File: src/rtl/ats21_alarm_event_queue.sv
// ats21_alarm_event_queue
// Converts rising edges of the ATS21 alarm "finished" vector into timestamped
// events held in a first-word-fall-through queue, popped by the host.
//
// Handshake: an event is popped at a clk edge when ev_valid && ev_ready are
// both high in the cycle before it. ev_valid is high whenever the queue holds
// at least one entry. ev_ready while ev_valid=0 has no effect.
//
// Optional build macro ATS21_EVQ_IRQ_THRESH_EN adds the irq_thresh input and
// holds irq low until the queue fill level reaches the threshold. When it is
// undefined, irq is simply "queue not empty".
module ats21_alarm_event_queue #(
  parameter int NUM_ALARMS = 24,
  parameter int DEPTH      = 8,
  parameter int TS_WIDTH   = 16
) (
  input  logic                          clk,
  input  logic                          reset,
  input  logic [NUM_ALARMS-1:0]         alarm_data,
  output logic                          ev_valid,
  input  logic                          ev_ready,
  output logic [$clog2(NUM_ALARMS)-1:0] ev_id,
  output logic [TS_WIDTH-1:0]           ev_time,
  output logic [$clog2(DEPTH):0]        ev_count,
  output logic                          overflow,
  input  logic                          clear_overflow,
`ifdef ATS21_EVQ_IRQ_THRESH_EN
  input  logic [$clog2(DEPTH):0]        irq_thresh,
`endif
  output logic                          irq
);

  localparam int IDW = $clog2(NUM_ALARMS);
  localparam int PW  = $clog2(DEPTH);
  localparam int CW  = PW + 1;

  // Free-running timestamp and edge-detect state
  logic [TS_WIDTH-1:0]   ts_q;
  logic [NUM_ALARMS-1:0] prev_q;
  logic [NUM_ALARMS-1:0] rise;

  // Per-alarm pending bits with the time captured at their first rise
  logic [NUM_ALARMS-1:0] pending_q, pending_d;
  logic [NUM_ALARMS-1:0] push_mask, pend_after_push, cap_en;
  logic [TS_WIDTH-1:0]   cap_time_q [NUM_ALARMS];

  // Queue storage and bookkeeping
  logic [IDW-1:0]        mem_id_q   [DEPTH];
  logic [TS_WIDTH-1:0]   mem_time_q [DEPTH];
  logic [PW-1:0]         wr_ptr_q, rd_ptr_q;
  logic [CW-1:0]         count_q, count_d;

  logic                  overflow_q, overflow_d;
  logic                  irq_q, irq_d;

  logic                  any_pending;
  logic                  push, pop;
  logic [IDW-1:0]        sel_idx;

  assign rise = alarm_data & ~prev_q;

  // Lowest-index pending alarm wins the single push slot each cycle
  always_comb begin
    sel_idx     = '0;
    any_pending = |pending_q;
    for (int i = NUM_ALARMS - 1; i >= 0; i--) begin
      if (pending_q[i]) sel_idx = IDW'(i);
    end
  end

  assign pop  = (count_q != '0) && ev_ready;
  // A full queue still accepts a push when the head leaves in the same cycle.
  assign push = any_pending && ((count_q != CW'(DEPTH)) || pop);

  // Pending update: a bit being pushed this cycle counts as free, so a fresh
  // rise on it re-arms it with a new capture time instead of coalescing.
  always_comb begin
    push_mask       = '0;
    if (push) push_mask = NUM_ALARMS'(1) << sel_idx;
    pend_after_push = pending_q & ~push_mask;
    cap_en          = rise & ~pend_after_push;
    pending_d       = pend_after_push | rise;
  end

  // Sticky overflow: a coalesced rise outranks a simultaneous clear
  always_comb begin
    overflow_d = overflow_q;
    if (clear_overflow) overflow_d = 1'b0;
    if (|(rise & pend_after_push)) overflow_d = 1'b1;
  end

  // Fill level and interrupt computed from the post-edge fill level
  always_comb begin
    count_d = count_q + CW'(push) - CW'(pop);
`ifdef ATS21_EVQ_IRQ_THRESH_EN
    irq_d = (count_d != '0) &&
            (count_d >= ((irq_thresh == '0) ? CW'(1) : irq_thresh));
`else
    irq_d = (count_d != '0);
`endif
  end

  // Control state: timestamp, edge detect, pending, pointers, flags
  always_ff @(posedge clk or posedge reset) begin
    if (reset) begin
      ts_q       <= '0;
      prev_q     <= '0;
      pending_q  <= '0;
      for (int i = 0; i < NUM_ALARMS; i++) cap_time_q[i] <= '0;
      wr_ptr_q   <= '0;
      rd_ptr_q   <= '0;
      count_q    <= '0;
      overflow_q <= 1'b0;
      irq_q      <= 1'b0;
    end else begin
      ts_q      <= ts_q + TS_WIDTH'(1);
      prev_q    <= alarm_data;
      pending_q <= pending_d;
      for (int i = 0; i < NUM_ALARMS; i++) begin
        if (cap_en[i]) cap_time_q[i] <= ts_q;
      end
      if (push) wr_ptr_q <= wr_ptr_q + PW'(1);
      if (pop)  rd_ptr_q <= rd_ptr_q + PW'(1);
      count_q    <= count_d;
      overflow_q <= overflow_d;
      irq_q      <= irq_d;
    end
  end

  // Queue payload storage; contents are only meaningful behind count_q
  always_ff @(posedge clk) begin
    if (push) begin
      mem_id_q[wr_ptr_q]   <= sel_idx;
      mem_time_q[wr_ptr_q] <= cap_time_q[sel_idx];
    end
  end

  assign ev_valid = (count_q != '0);
  assign ev_id    = ev_valid ? mem_id_q[rd_ptr_q]   : '0;
  assign ev_time  = ev_valid ? mem_time_q[rd_ptr_q] : '0;
  assign ev_count = count_q;
  assign overflow = overflow_q;
  assign irq      = irq_q;

endmodule
File: config.mk
export PLATFORM = sky130hd
export DESIGN_NAME = ats21_alarm_event_queue
export DESIGN_NICKNAME = d
export VERILOG_FILES = /design/src/rtl/ats21_alarm_event_queue.sv
export SDC_FILE = /design/constraint.sdc
export NUM_CORES = 1
export LEC_CHECK = 0
export CORE_ASPECT_RATIO = 0.7
export CORE_MARGIN = 3
export CORE_UTILIZATION = 48
export DETAILED_ROUTE_END_ITERATION = 12
export GPL_ROUTABILITY_DRIVEN = 0
export PLACE_DENSITY = 0.67
export SLEW_MARGIN = 30
export SYNTH_ARGS = -nofsm -noshare
export SYNTH_HDL_FRONTEND = slang
export SYNTH_SLANG_ARGS = --single-unit
File: constraint.sdc
create_clock -name clk -period 15.1 [get_ports clk]
set_input_delay 3.02 -clock clk [delete_from_list [all_inputs] [get_ports clk]]
set_output_delay 3.02 -clock clk [all_outputs]
set_load 0.02 [all_outputs]
# Yosys cells after proc, flatten, opt, wreduce, memory -nomap -nowiden
# Memory sizes are Yosys's and may differ from the RTL's.
# Cells that the tools add are included.
# totals
wordCells,93
mem_count,2
ramBits,168
input_bits,28
regBits,460
# mem_list
name,depth,width,read_ports,rd_clocked_by_memory_dff,wr,line,source
mem_time_q,8,16,1,0,1,49,logic [TS_WIDTH-1:0] mem_time_q [DEPTH];
mem_id_q,8,5,1,0,1,48,logic [IDW-1:0] mem_id_q [DEPTH];
# classes
n_mux,34
bitwise_logic,9
order_cmp,1
eq_ne,1
n_addsub,5
n_shift,1
n_reduce_logical,8
# ops
op,count
5-bit 2-to-1 mux,25
24-bit AND,4
16-bit binary-select mux with 5-bit select,1
24-bit inverter,3
16-bit 2-to-1 mux,3
24-bit OR reduction,2
24-bit 2-to-1 mux,1
24-bit OR,1
1-bit by 5-bit left shift with 24-bit output (first input constant),1
16-bit by 1-bit adder with 16-bit output (second input constant),1
4-bit nonzero test,2
3-bit by 1-bit adder with 3-bit output (second input constant),2
6-bit greater-or-equal comparator (second input constant),1
5-bit inverter with 6-bit output,1
4-bit by 1-bit adder with 4-bit output,1
1-bit 2-to-1 mux,4
4-bit inequality test (second input constant),1
4-bit by 1-bit subtractor with 4-bit output,1
1-bit logical AND,2
2-bit nonzero test,1
1-bit logical OR,1

# Logic depth before layout (Yosys ltp)
# Gate-level depths: netlist of the first run.
# depth
word_depth,31
ltp_mapped,13
depth_no_buf,13

# Worst setup path after synthesis of the first run
# OpenSTA, ideal clock, no wires.
# synth_timing
path_kind,input port to flip-flop
start,input ev_ready
end,memory mem_id_q[0][0] (netlist name) (enable)
setup_slack_ps,9259
stages,6
arrival_time_ps,5416
setup_ps,425
n_path_buf,1
path_cell_list,nand2b_1 > and3_1 > clkbuf_1 > a31o_2 > or2_2 > nor3_1
# synth_between
elab_chain_cells,5
# synth_rtl
element,line,source
from (decl),21,"input logic ev_ready,"
1-bit logical AND,71,assign pop = (count_q != '0) && ev_ready;
1-bit logical OR,73,assign push = any_pending && ((count_q != CW'(DEPTH)) || pop);
1-bit logical AND,73,
1-bit 2-to-1 mux,132,if (push) begin
1-bit 2-to-1 mux (implied by the code),133,mem_id_q[wr_ptr_q] <= sel_idx;
to (decl),48,
# Every way passes these cells.

# Worst setup path after layout of the first run
# layout_timing
start,register rd_ptr_q[0]
end,output ev_time[2]
# layout_between
elab_chain_cells,2
# layout_rtl
element,line,source
from (decl),50,"logic [PW-1:0] wr_ptr_q, rd_ptr_q;"
from (signal assigned),123,if (pop) rd_ptr_q <= rd_ptr_q + PW'(1);
memory 8 x 16 bit,n/a,
16-bit 2-to-1 mux,140,assign ev_time = ev_valid ? mem_time_q[rd_ptr_q] : '0;
to (decl),23,"output logic [TS_WIDTH-1:0] ev_time,"
# Every way passes these cells.

==> key figures, run 1 <==
Clocking
  • CTS sink cnt: 628
  • CTS tree: yes
  • Post-CTS setup buffer count: 0
  • H-tree depth: 2
  • Clock Path Buffers: 3
  • Total CTS buffers: 57
  • Hold-fix buffer count after cts: 0
  • Clock transition at path regs: 0.06 ns
  • Root buffer cell: clkbuf_16
  • Post-CTS Resized: 0
  • Clk_lat worst skew: 0.60 ns

Logic synthesis
  • Syn_nets: 2024
  • Synthesized instance count: 1986
  • Post-synthesis sequential area ratio: 60.1%
  • Ys Warns: 0
  • Area leader, netlist: dfrtp_1
  • Synth Flop Type: dfrtp_1
  • Synth async-reset ratio: 73.2%
  • Top cells by count, synth: 460 x dfrtp_1, 419 x mux2_2, 168 x edfxtp_1, 118 x clkbuf_1, 104 x nand2_1
  • Area of the mapped netlist: 0.0275 mm2
  • Post-synth EDFFs: 168
  • Syn avg cell area: 13.9 um2
  • Synth area leaders: dfrtp_1 42%, edfxtp_1 18%, mux2_2 17%
  • Share of the synthesized area in the top cell type: 41.8%
  • Most common cell in the netlist: dfrtp_1
  • Flop and latch count out of synthesis: 628
  • Netlist cell types: 76

Layout
  • Fillers: 4464
  • Final net count: 2025
  • Layout cell share with drive strength beyond 1: 32.0%
  • N_diodes: 0
  • Synth-to-Final Area Change: 12.0%
  • Fin area: 0.0309 mm2

GRT
  • Gr usage total: 23.1%
  • Gr ovfl total: 0
  • Largest net degree at the start of global routing: 177
  • First-pass GRT wire length: 107 mm
  • Initial antenna violation count: 0
  • Number of global-route vias before repair: 17.1k

Timing
  • Rel. slew slack: 32.8%
  • Worst Tran Pin Value: 1.01 ns
  • Final Cycle Share: 39.9%
  • Fmax: 166 MHz
  • Final hold violations: 0
  • Setup TNS: 0 ns
  • RSZ-0062 raised after global routing: no
  • Final min period: 6.02 ns
  • Worst Skew: 0.0261 ns
  • Slew Viols, Final: 0
  • Count of final setup violators: 0

Detailed routing
  • DR top layer: met4
  • Detail Route Antenna Nets: 0
  • Avg WL per Cell: 24.9 um
  • Via count of the routed design: 17.0k
  • Metal3 WL: 4.41 mm
  • Total wire length: 69.0 mm
  • Routed met2 length: 29.8 mm
  • DR DRC count: 0
  • TritonRoute pass-1 iters: 5
  • Drt first-iter violations: 1505
  • DRT met1 WL: 33.4 mm
  • Vias per cell: 6.13

Placed design
  • Placed instance area: 0.0288 mm2
  • Number of port buffers: 55
  • DP HPWL: 43.0 mm

Outcome
  • Result of the run: finished, final reports clean

Floorplan
  • Chip Width: 292 um
  • Site Rows: 72
  • Die area: 0.0603 mm2
  • Io pins: 56
  • Placeable core region: 0.0559 mm2
  • Initial cell density of the core: 49.2%
  • Die height: 206 um

Power and ir drop
  • Pwr/cell area: 169 mW/mm2
  • Peak supply drop: 115 uV
  • P_leak: 13.6 nW
  • Total Power: 5.23 mW

Min path
  • Hold-critical path depth: 1
  • Worst Hold Class: flip-flop to flip-flop

Setup path
  • CP Data Required Time: 12.08 ns
  • Startpoint Class: flip-flop
  • Worst-path maximum fanout: 44
  • Kind of critical path: flip-flop to output pin
  • CP arrival: 3.00 ns
  • Worst-case reg-to-reg path depth: 13
  • Nature of the critical path endpoint: output pin

Flow run
  • Max-Cap Viols: 0
[cell usage in the layout (no fill, tap or decap), types with 6 or more instances in the layout]
cell	n
dfrtp_1	449
mux2_2	419
edfxtp_1	168
nand2_1	101
o21ai_0	83
clkbuf_16	59
clkdlybuf4s50_1	55
a21oi_1	53
nor2_1	52
mux2i_1	48
mux4_2	42
inv_1	36
a22oi_1	33
buf_4	31
a211oi_1	27
a21o_1	27
o221ai_1	23
and3_1	21
nand2b_1	19
nand3_1	17
o31ai_1	14
a311oi_1	12
xnor2_1	12
a221oi_1	11
o22ai_1	11
clkbuf_8	11
clkinv_2	10
dfrtp_2	10
nand2b_2	9
ha_1	9
clkbuf_1	9
or3_1	8
o32a_1	8
xor2_1	7
o211ai_1	6
nor4_1	6
[through the flow]
| step | hold WS, ns | cells | setup WS (ns) | util (%) |
|---|---|---|---|---|
| finish | 0.459 | 2772 | 9.08 | 55.2 |
| global route | 0.487 | 2772 | 8.89 | 55.2 |
| CTS | 0.462 | 2769 | 8.80 | 55.0 |
| detailed placement | 0.459 | 2665 | 8.84 | 51.5 |
| global placement | 0.446 | 2663 | 8.97 | 51.4 |
| floorplan | 0.436 | 1986 | 5.86 | - |
[report_power, final]
group | internal [mW] | switching [mW] | leakage, nW
clock | 0.861 | 0.634 | 0.963
sequential | 2.06 | 0.117 | 7.62
combinational | 0.605 | 0.948 | 4.99
[flip-flops by register name, indices dropped and copies added, names as in the netlist]
signal and flops:
overflow 1, prev_q 24, pending_q 24, rd_ptr_q 3, wr_ptr_q 3, ts_q 16
cap_time_q 384, mem_time_q 128, ev_count 4, mem_id_q 40, irq 1
[critical path, cell delays in order (launching register included)]
cell and delay, ns:
dfrtp_2 0.35, buf_6 0.49, mux4_2 0.59, mux2i_1 0.24, nor2_1 0.11, clkdlybuf4s50_1 0.56
[worst paths after layout]
check | slack [ns] | startpoint | endpoint
hold / removal | 0.46 | prev_q[19]$_DFF_PP0_ | pending_q[19]$_DFF_PP0_
max in group asynchronous | 9.99 | reset | prev_q[6]$_DFF_PP0_
hold reg to reg | 0.46 | prev_q[19]$_DFF_PP0_ | pending_q[19]$_DFF_PP0_
setup / recovery | 9.08 | rd_ptr_q[0]$_DFFE_PP0P_ | ev_time[2]
setup reg to reg | 10.28 | pending_q[14]$_DFF_PP0_ | mem_time_q[4][2]$_DFFE_PP_
min in group asynchronous | 2.95 | reset | cap_time_q[141]$_DFFE_PP0P_
[kinds of logic (layout without fill, tap and decap cells)]
| logic type | after synthesis | in the layout | share of synthesized area, % |
|---|---|---|---|
| flops | 628 | 628 | 60.1 |
| simple gates | 277 | 277 | 4.90 |
| mux | 509 | 509 | 22.3 |
| fa+ha+maj | 10 | 10 | 0.482 |
| compound gates | 351 | 351 | 8.86 |
| buf+inv | 192 | 238 | 2.74 |
| xor+xnor | 19 | 19 | 0.604 |
[layer usage]
layer	vias up	track usage, %
li1	7372	-
met1	8914	36.1
met2	602	33.8
met3	94	3.59
met4	0	5.30
met5	-	0
[layout make-up]
cell class	instances	area [um2]	area share, %
multi-input cells	1166	10400	33.5
clock inverters	21	240	0.779
flip-flops and latches	628	16600	53.7
inverters	39	150	0.487
clock buffers	83	1690	5.48
repair buffers	95	922	2.99
well taps	740	926	3.00
Power figures use the tool's default switching activity.
==> inputs of run 2 (changes only) <==
Clock period 15.1 ns to 5.1 ns, I/O delays scaled along.
==> key figures, run 2 (synthesis gave the netlist of run 1 again) <==
Clocking
  • CTS sink cnt: 628
  • CTS tree: yes
  • Clock Path Buffers: 3
  • Post-CTS Resized: 0
  • H-tree depth: 2
  • Root buffer cell: clkbuf_16
  • Post-CTS setup buffer count: 0
  • Hold-fix buffer count after cts: 0
  • Clock transition at path regs: 0.06 ns
  • Clk_lat worst skew: 0.60 ns
  • Total CTS buffers: 56

Setup path
  • Worst reg2reg setup slack: 0.86 ns
  • Launching point of the worst reg2reg path: pending_q[23]$_DFF_PP0_
  • Buf/Inv on CP: 0
  • Worst-case reg-to-reg path depth: 8
  • CP arrival: 4.58 ns
  • CP Launch Point: pending_q[23]$_DFF_PP0_
  • Cell chain of the critical path: nor2b_1 > o311a_1 > o211ai_1 > a21boi_2 > nor2_4 > a221oi_1 > a311oi_1 > o22a_1
  • Worst-path maximum fanout: 21
  • Nature of the critical path endpoint: flip-flop
  • Reg2reg end: mem_time_q[1][11]$_DFFE_PP_
  • Crit-path max cell delay: 0.65 ns
  • Slowest CP cell: nor2_4
  • Levels on crit path: 8
  • Crit path to: mem_time_q[1][11]$_DFFE_PP_
  • Kind of critical path: flip-flop to flip-flop
  • Largest delay share family, worst path: compound AO/OA/AOI/OAI gates
  • Startpoint Class: flip-flop
  • CP Data Required Time: 5.44 ns

Timing
  • Worst Skew: 0.0242 ns
  • Final Cycle Share: 83.2%
  • Worst hold slack: 0.464 ns
  • Count of final setup violators: 0
  • Worst Tran Pin Value: 0.993 ns
  • Setup TNS: 0 ns
  • Rel. slew slack: 33.8%
  • Fmax: 236 MHz
  • Final hold violations: 0
  • Final worst slack: 0.858 ns
  • Final min period: 4.24 ns
  • Slew Viols, Final: 0
  • RSZ-0062 raised after global routing: no

Placed design
  • Worst slack, placed: 0.893 ns
  • Number of port buffers: 55
  • DP HPWL: 44.6 mm
  • Placed instance area: 0.0290 mm2

GRT
  • Gr ovfl total: 0
  • Initial antenna violation count: 0
  • Largest net degree at the start of global routing: 110
  • Number of global-route vias before repair: 17.6k
  • First-pass GRT wire length: 110 mm
  • Gr usage total: 23.9%

Power and ir drop
  • Peak supply drop: 328 uV
  • P_leak: 13.6 nW
  • Pwr/cell area: 502 mW/mm2
  • Total Power: 15.5 mW

Detailed routing
  • Detail Route Antenna Nets: 0
  • Vias per cell: 6.15
  • Via count of the routed design: 17.1k
  • Total wire length: 70.8 mm
  • Drt first-iter violations: 1859
  • DR DRC count: 0
  • Avg WL per Cell: 25.4 um
  • TritonRoute pass-1 iters: 7

Layout
  • Biggest register: cap_time_q
  • Synth-to-Final Area Change: 12.4%
  • Top Registers: cap_time_q: 384 flops, mem_time_q: 128 flops, mem_id_q: 40 flops
  • Layout cell share with drive strength beyond 1: 32.1%
  • Area of the multi-input gates: 0.0103 mm2
  • Fillers: 4464
  • Final net count: 2036
  • Fin area: 0.0310 mm2
  • Commonest non-fill, non-tap cells in the layout: 447 x dfrtp_1, 419 x mux2_2, 168 x edfxtp_1, 101 x nand2_1, 83 x o21ai_0
  • N_diodes: 0
  • Max reg flops: 384
  • FF/Latch Area: 0.0166 mm2
  • Most common cell after layout, fill and taps aside: dfrtp_1

Floorplan
  • Placeable core region: 0.0559 mm2
  • Initial cell density of the core: 49.2%
  • Die height: 206 um
  • Site Rows: 72
  • Chip Width: 292 um
  • Io pins: 56
  • Die area: 0.0603 mm2

Min path
  • Worst Hold Class: flip-flop to flip-flop

Flow run
  • Max-Cap Viols: 0

Outcome
  • Result of the run: finished, final reports clean
run 2: cell count changes in the layout (fill, tap and decap cells not counted), moves of 2 or more:
cell	delta
buf_12	+7
nor2_2	+3
dfrtp_2	+3
clkbuf_4	-4
nor2_4	-2
dfrtp_1	-2
buf_6	-4
clkbuf_1	+7
buf_4	+11
clkinv_2	-4
run 2: area by class of cell:
class | count | area share (%)
timing repair buffer | 107 | 3.42
inverter | 39 | 0.485
tap | 740 | 2.99
sequential | 628 | 53.5
clock inverter | 19 | 0.667
multi-input combinational | 1166 | 33.4
clock buffer | 86 | 5.49
run 2: per-stage QoR:
stage	instances	util, %
after floorplan	1986	-
after global placement	2679	51.8
after detailed placement	2680	51.9
after CTS	2785	55.3
after global routing	2785	55.3
final	2785	55.3
run 2: how the worst min path moves through the flow:
stage	cells past startpoint	from	slack (ns)	to
final	1	prev_q[19]$_DFF_PP0_	0.46	pending_q[19]$_DFF_PP0_
after detailed placement	1	prev_q[19]$_DFF_PP0_	0.45	pending_q[19]$_DFF_PP0_
after CTS	1	prev_q[19]$_DFF_PP0_	0.46	pending_q[19]$_DFF_PP0_
after global routing	1	prev_q[19]$_DFF_PP0_	0.49	pending_q[19]$_DFF_PP0_
after floorplan	1	prev_q[16]$_DFF_PP0_	0.44	pending_q[16]$_DFF_PP0_
after global placement	2	cap_time_q[212]$_DFFE_PP0P_	0.45	cap_time_q[212]$_DFFE_PP0P_
run 2: metal layers:
layer / share of wire (%) / global-route usage [%] / vias to the layer above
li1: - / - / 7414
met1: 47 / 36.6 / 9031
met2: 44 / 36.2 / 584
met3: 6.7 / 3.78 / 101
met4: 1.8 / 4.78 / 0
met5: 0 / 0 / -
run 2: power breakdown:
part | leakage, nW | total, mW | switching (mW) | internal, mW
Clock | 0.929 | 4.37 | 1.87 | 2.50
Sequential | 7.61 | 6.49 | 0.382 | 6.10
Combinational | 5.06 | 4.68 | 2.81 | 1.87
==> patch 1: new RTL, config.mk and constraints of run 2 <==
Set the parameter `TS_WIDTH` to 14 (it was 16).
--- a/src/rtl/ats21_alarm_event_queue.sv
+++ b/src/rtl/ats21_alarm_event_queue.sv
@@ -12,7 +12,7 @@
 module ats21_alarm_event_queue #(
   parameter int NUM_ALARMS = 24,
   parameter int DEPTH      = 8,
-  parameter int TS_WIDTH   = 16
+  parameter int TS_WIDTH   = 14
 ) (
   input  logic                          clk,
   input  logic                          reset,
Interface: changed (resized ev_time); port bits go from 56 to 54. The function was not compared with the original's and may differ.
==> patch 1 against run 2 <==
- sequential power fell by 11%
- wire length fell by 14%
- synthesized area fell by 8.9%
- sequential cell count fell by 66
- maximum frequency rose by 1.3%
- combinational power fell by 22%
- power fell by 14%
- via count fell by 11%
- design area fell by 9.6%
- worst setup slack improved by 0.054 ns
- critical endpoint is now ev_time[4]
- largest power group unchanged
==> patch 1: results (changes against run 2) <==
nets: 1868  # -8.3%
cts_buffers: 53  # -5.4%
cp.arrival_ns: 3.17  # -1.41 ns
ys_seq_area_share_pct: 59.1  # -1.0 points
grt_pass1_vias: 15652  # -11%
crit_fanout: 22  # +4.8%
dp.cells: 2447  # -8.7%
synth_edf_count: 152  # -9.5%
clock_skew_ns: 0.0384  # +0.0141 ns
vias: 15249  # -11%
dp_hpwl_um: 37600  # -16%
synth_area_leaders: "dfrtp_1 (41%), edfxtp_1 (18%), mux2_2 (10%)"
grt_usage_pct: 22.4  # -1.4 points
synth_nets: 1859  # -8.2%
drive_above_1_share_pct: 26.8  # -5.3 points
grt_pass1_wl_um: 94900  # -14%
clkLatencyLatePin_ns: 0.62  # +0.02 ns
stdcell_count: 2544  # -8.7%
synthDistinctLibCells: 79  # +3.9%
ir_drop_v: 0.000304  # -7.5%
status: "finished clean"
portBuffers: 53  # -3.6%
yosysWarnings: 0  # unchanged
drt_iter0_drc: 1377  # -26%
synth_most_common_cell: "dfrtp_1"
fillCellCount: 4104  # -8.1%
placedInstanceArea_um2: 26200  # -9.8%
p_leak_nw: 12.2  # -11%
synth_async_sr_flop_share_pct: 73.0  # -0.29 points
grt_max_degree: 162  # +47%
wl_per_cell_um: 24.0  # -5.7%
ys_top_cells_by_count: "dfrtp_1 (410), mux2_2 (231), edfxtp_1 (152), nand3_1 (91), nand2_1 (85)"
top_regs: "cap_time_q x336, mem_time_q x112, mem_id_q x40"
synth_area_per_cell_um2: 13.8  # -0.68%
worst_slew_margin_rel_pct: 29.3  # -4.5 points
-- patch 1: final timing paths --
| check | start | endpoint | slack, ns | depth (start not counted) |
|---|---|---|---|---|
| max | rd_ptr_q[0] | ev_time[4] | 0.91 | 5 |
| max in group asynchronous | reset | ts_q[2] | 3.03 | 4 |
| min reg2reg | prev_q[6] | pending_q[6] | 0.44 | 1 |
| min | prev_q[6] | pending_q[6] | 0.44 | 1 |
| max reg2reg | pending_q[10] | mem_time_q[1][3] | 1.04 | 6 |
| min in group asynchronous | reset | cap_time_q[66] | 0.78 | 2 |
-- patch 1: power breakdown --
| part | leakage, nW | switching, mW | internal (mW) | total (mW) |
|---|---|---|---|---|
| logic | 4.53 | 2.20 | 1.46 | 3.66 |
| clock network | 0.853 | 1.68 | 2.32 | 4.00 |
| registers | 6.77 | 0.307 | 5.44 | 5.75 |
-- patch 1: logic make-up after synthesis --
group                    share of synthesized area [%]
multiplexers                                      21.6
XOR/XNOR                                         0.594
AND/OR/NAND/NOR                                   7.06
buffers and inverters                             3.34
adder cells (fa/ha/maj)                          0.529
flip-flops                                        59.1
AO/OA/AOI/OAI                                     7.81
-- patch 1: critical path, stage by stage, from the launching register on --
cell             delay (ns)
dfrtp_2                0.81
buf_12                 0.30
mux4_2                 0.54
mux2i_1                0.25
nor2_1                 0.08
clkdlybuf4s50_1        0.58
-- patch 1: layer usage --
| layer | GRT usage (%) | vias up | wire [um] |
|---|---|---|---|
| li1 | - | 6724 | - |
| met1 | 32.7 | 8004 | 28300 |
| met2 | 34.8 | 411 | 27600 |
| met3 | 3.90 | 110 | 3500 |
| met4 | 6.72 | 0 | 1640 |
| met5 | 0 | - | 0 |
-- patch 1: cell type report --
type / instances / share of cell area [%]
Sequential cell: 562 / 53.0
Multi-Input combinational cell: 1074 / 33.9
Clock buffer: 72 / 5.28
Timing Repair Buffer: 92 / 3.23
Tap cell: 674 / 3.01
Clock inverter: 23 / 0.930
Inverter: 47 / 0.666
-- patch 1: metrics by stage --
stage	hold slack (ns)	total power, mW	worst slack, ns	utilization [%]
after floorplan	0.425	8.16	-1.45	-
after global placement	0.437	9.42	1.08	51.1
after detailed placement	0.447	9.52	1.08	51.2
after CTS	0.452	13.5	0.799	54.6
after global routing	0.480	14.0	0.692	54.7
final	0.442	13.4	0.912	54.7
==> patch 2: new RTL, settings of run 2 <==
Without the edit above. Reset style: synchronous (`reset`), changed in one clocked block.
--- a/src/rtl/ats21_alarm_event_queue.sv
+++ b/src/rtl/ats21_alarm_event_queue.sv
@@ -101,7 +101,7 @@
   end
 
   // Control state: timestamp, edge detect, pending, pointers, flags
-  always_ff @(posedge clk or posedge reset) begin
+  always_ff @(posedge clk) begin
     if (reset) begin
       ts_q       <= '0;
       prev_q     <= '0;
Formal check against the unedited RTL: differs if reset is asserted again (counterexample within 4 cycles, from zero or initial values and one cycle with reset high); with reset held inactive, the same outputs for 4 cycles.
==> patch 2 against run 2 <==
- die area fell by 3.3%
- synthesized area decreased by 3.4%
- wire length rose by 3.2%
- design area shrank 3.0%
- worst setup slack got worse by 0.19 ns
- power decreased by 7.5%
- sequential cell count up 3
- synthesized cell count is 8.0% higher
- largest cell class unchanged
- largest power group unchanged
==> patch 2: results (changes against run 2) <==
status: "finished clean"
buffer_area_share_pct: 3.77  # +0.36 points
clock_skew_ns: 0.0345  # +0.0103 ns
multi_input_cells: 1318  # +13%
nNonClkBuffers: 123  # +15%
crit_family: "simple AND/OR/NAND/NOR gates"
vias: 17739  # +3.6%
max_stage_delay_ns: 0.85  # +0.20 ns
dp.cells: 2846  # +6.2%
cp_slowest_cell: "a21oi_2"
crit_fanout: 17  # -19%
synth_area_leaders: "edfxtp_1 (62%), dfxtp_1 (5.9%), nor2_1 (5.0%)"
synth_async_sr_flop_share_pct: 0  # -73 points
dp_hpwl_um: 48300  # +8.3%
design_area_um2: 30000  # -3.0%
nNonClkInverters: 44  # +13%
grt_usage_pct: 25.0  # +1.1 points
dieArea_um2: 58300  # -3.3%
seq-power_mw: 6.57  # +1%
first_pass_iters: 5  # -2
dp_slack_ns: 0.934  # +0.0404 ns
clkLatencyLatePin_ns: 0.64  # +0.04 ns
power_frac_comb_pct: 23.3  # -6.8 points
clkbuf_count: 73  # -15%
placedInstanceArea_um2: 28100  # -3.3%
grt_pass1_vias: 16755  # -4.8%
power_mw: 14.4  # -7.5%
top_layer_used: "met5"
ir_drop_v: 0.000277  # -16%
multi_input_area_um2: 7690  # -26%
wl_met2_um: 30800  # -1.8%
## patch 2: changes by cell type after synthesis, sizes merged, moves of 28 or more
cell	run 2	this run
a21oi	54	104
nor2b	4	43
nand2b	28	60
mux2	419	8
nand3	18	96
nand2	106	295
dfrtp	460	0
nor2	59	353
a211oi	29	1
dfxtp	0	79
edfxtp	168	552
o21ai	85	37
## patch 2: kinds of logic (layout without fill, tap and decap cells)
kind of cell,count (synthesis),count (layout),synth area share [%]
and+or+nand+nor,911,911,15.0
DFF,631,631,68.3
AOI/OAI and AO/OA,267,267,6.44
buffers and inverters,195,276,2.95
muxes,112,112,6.23
xor gates and xnor gates,18,18,0.593
adders and majority gates,10,10,0.499
## patch 2: final timing paths
kind | end | cells after the start
setup / recovery | cap_time_q[16][1] | 8
hold / removal | ts_q[0] | 1
setup reg to reg | cap_time_q[16][1] | 8
hold reg to reg | ts_q[0] | 1
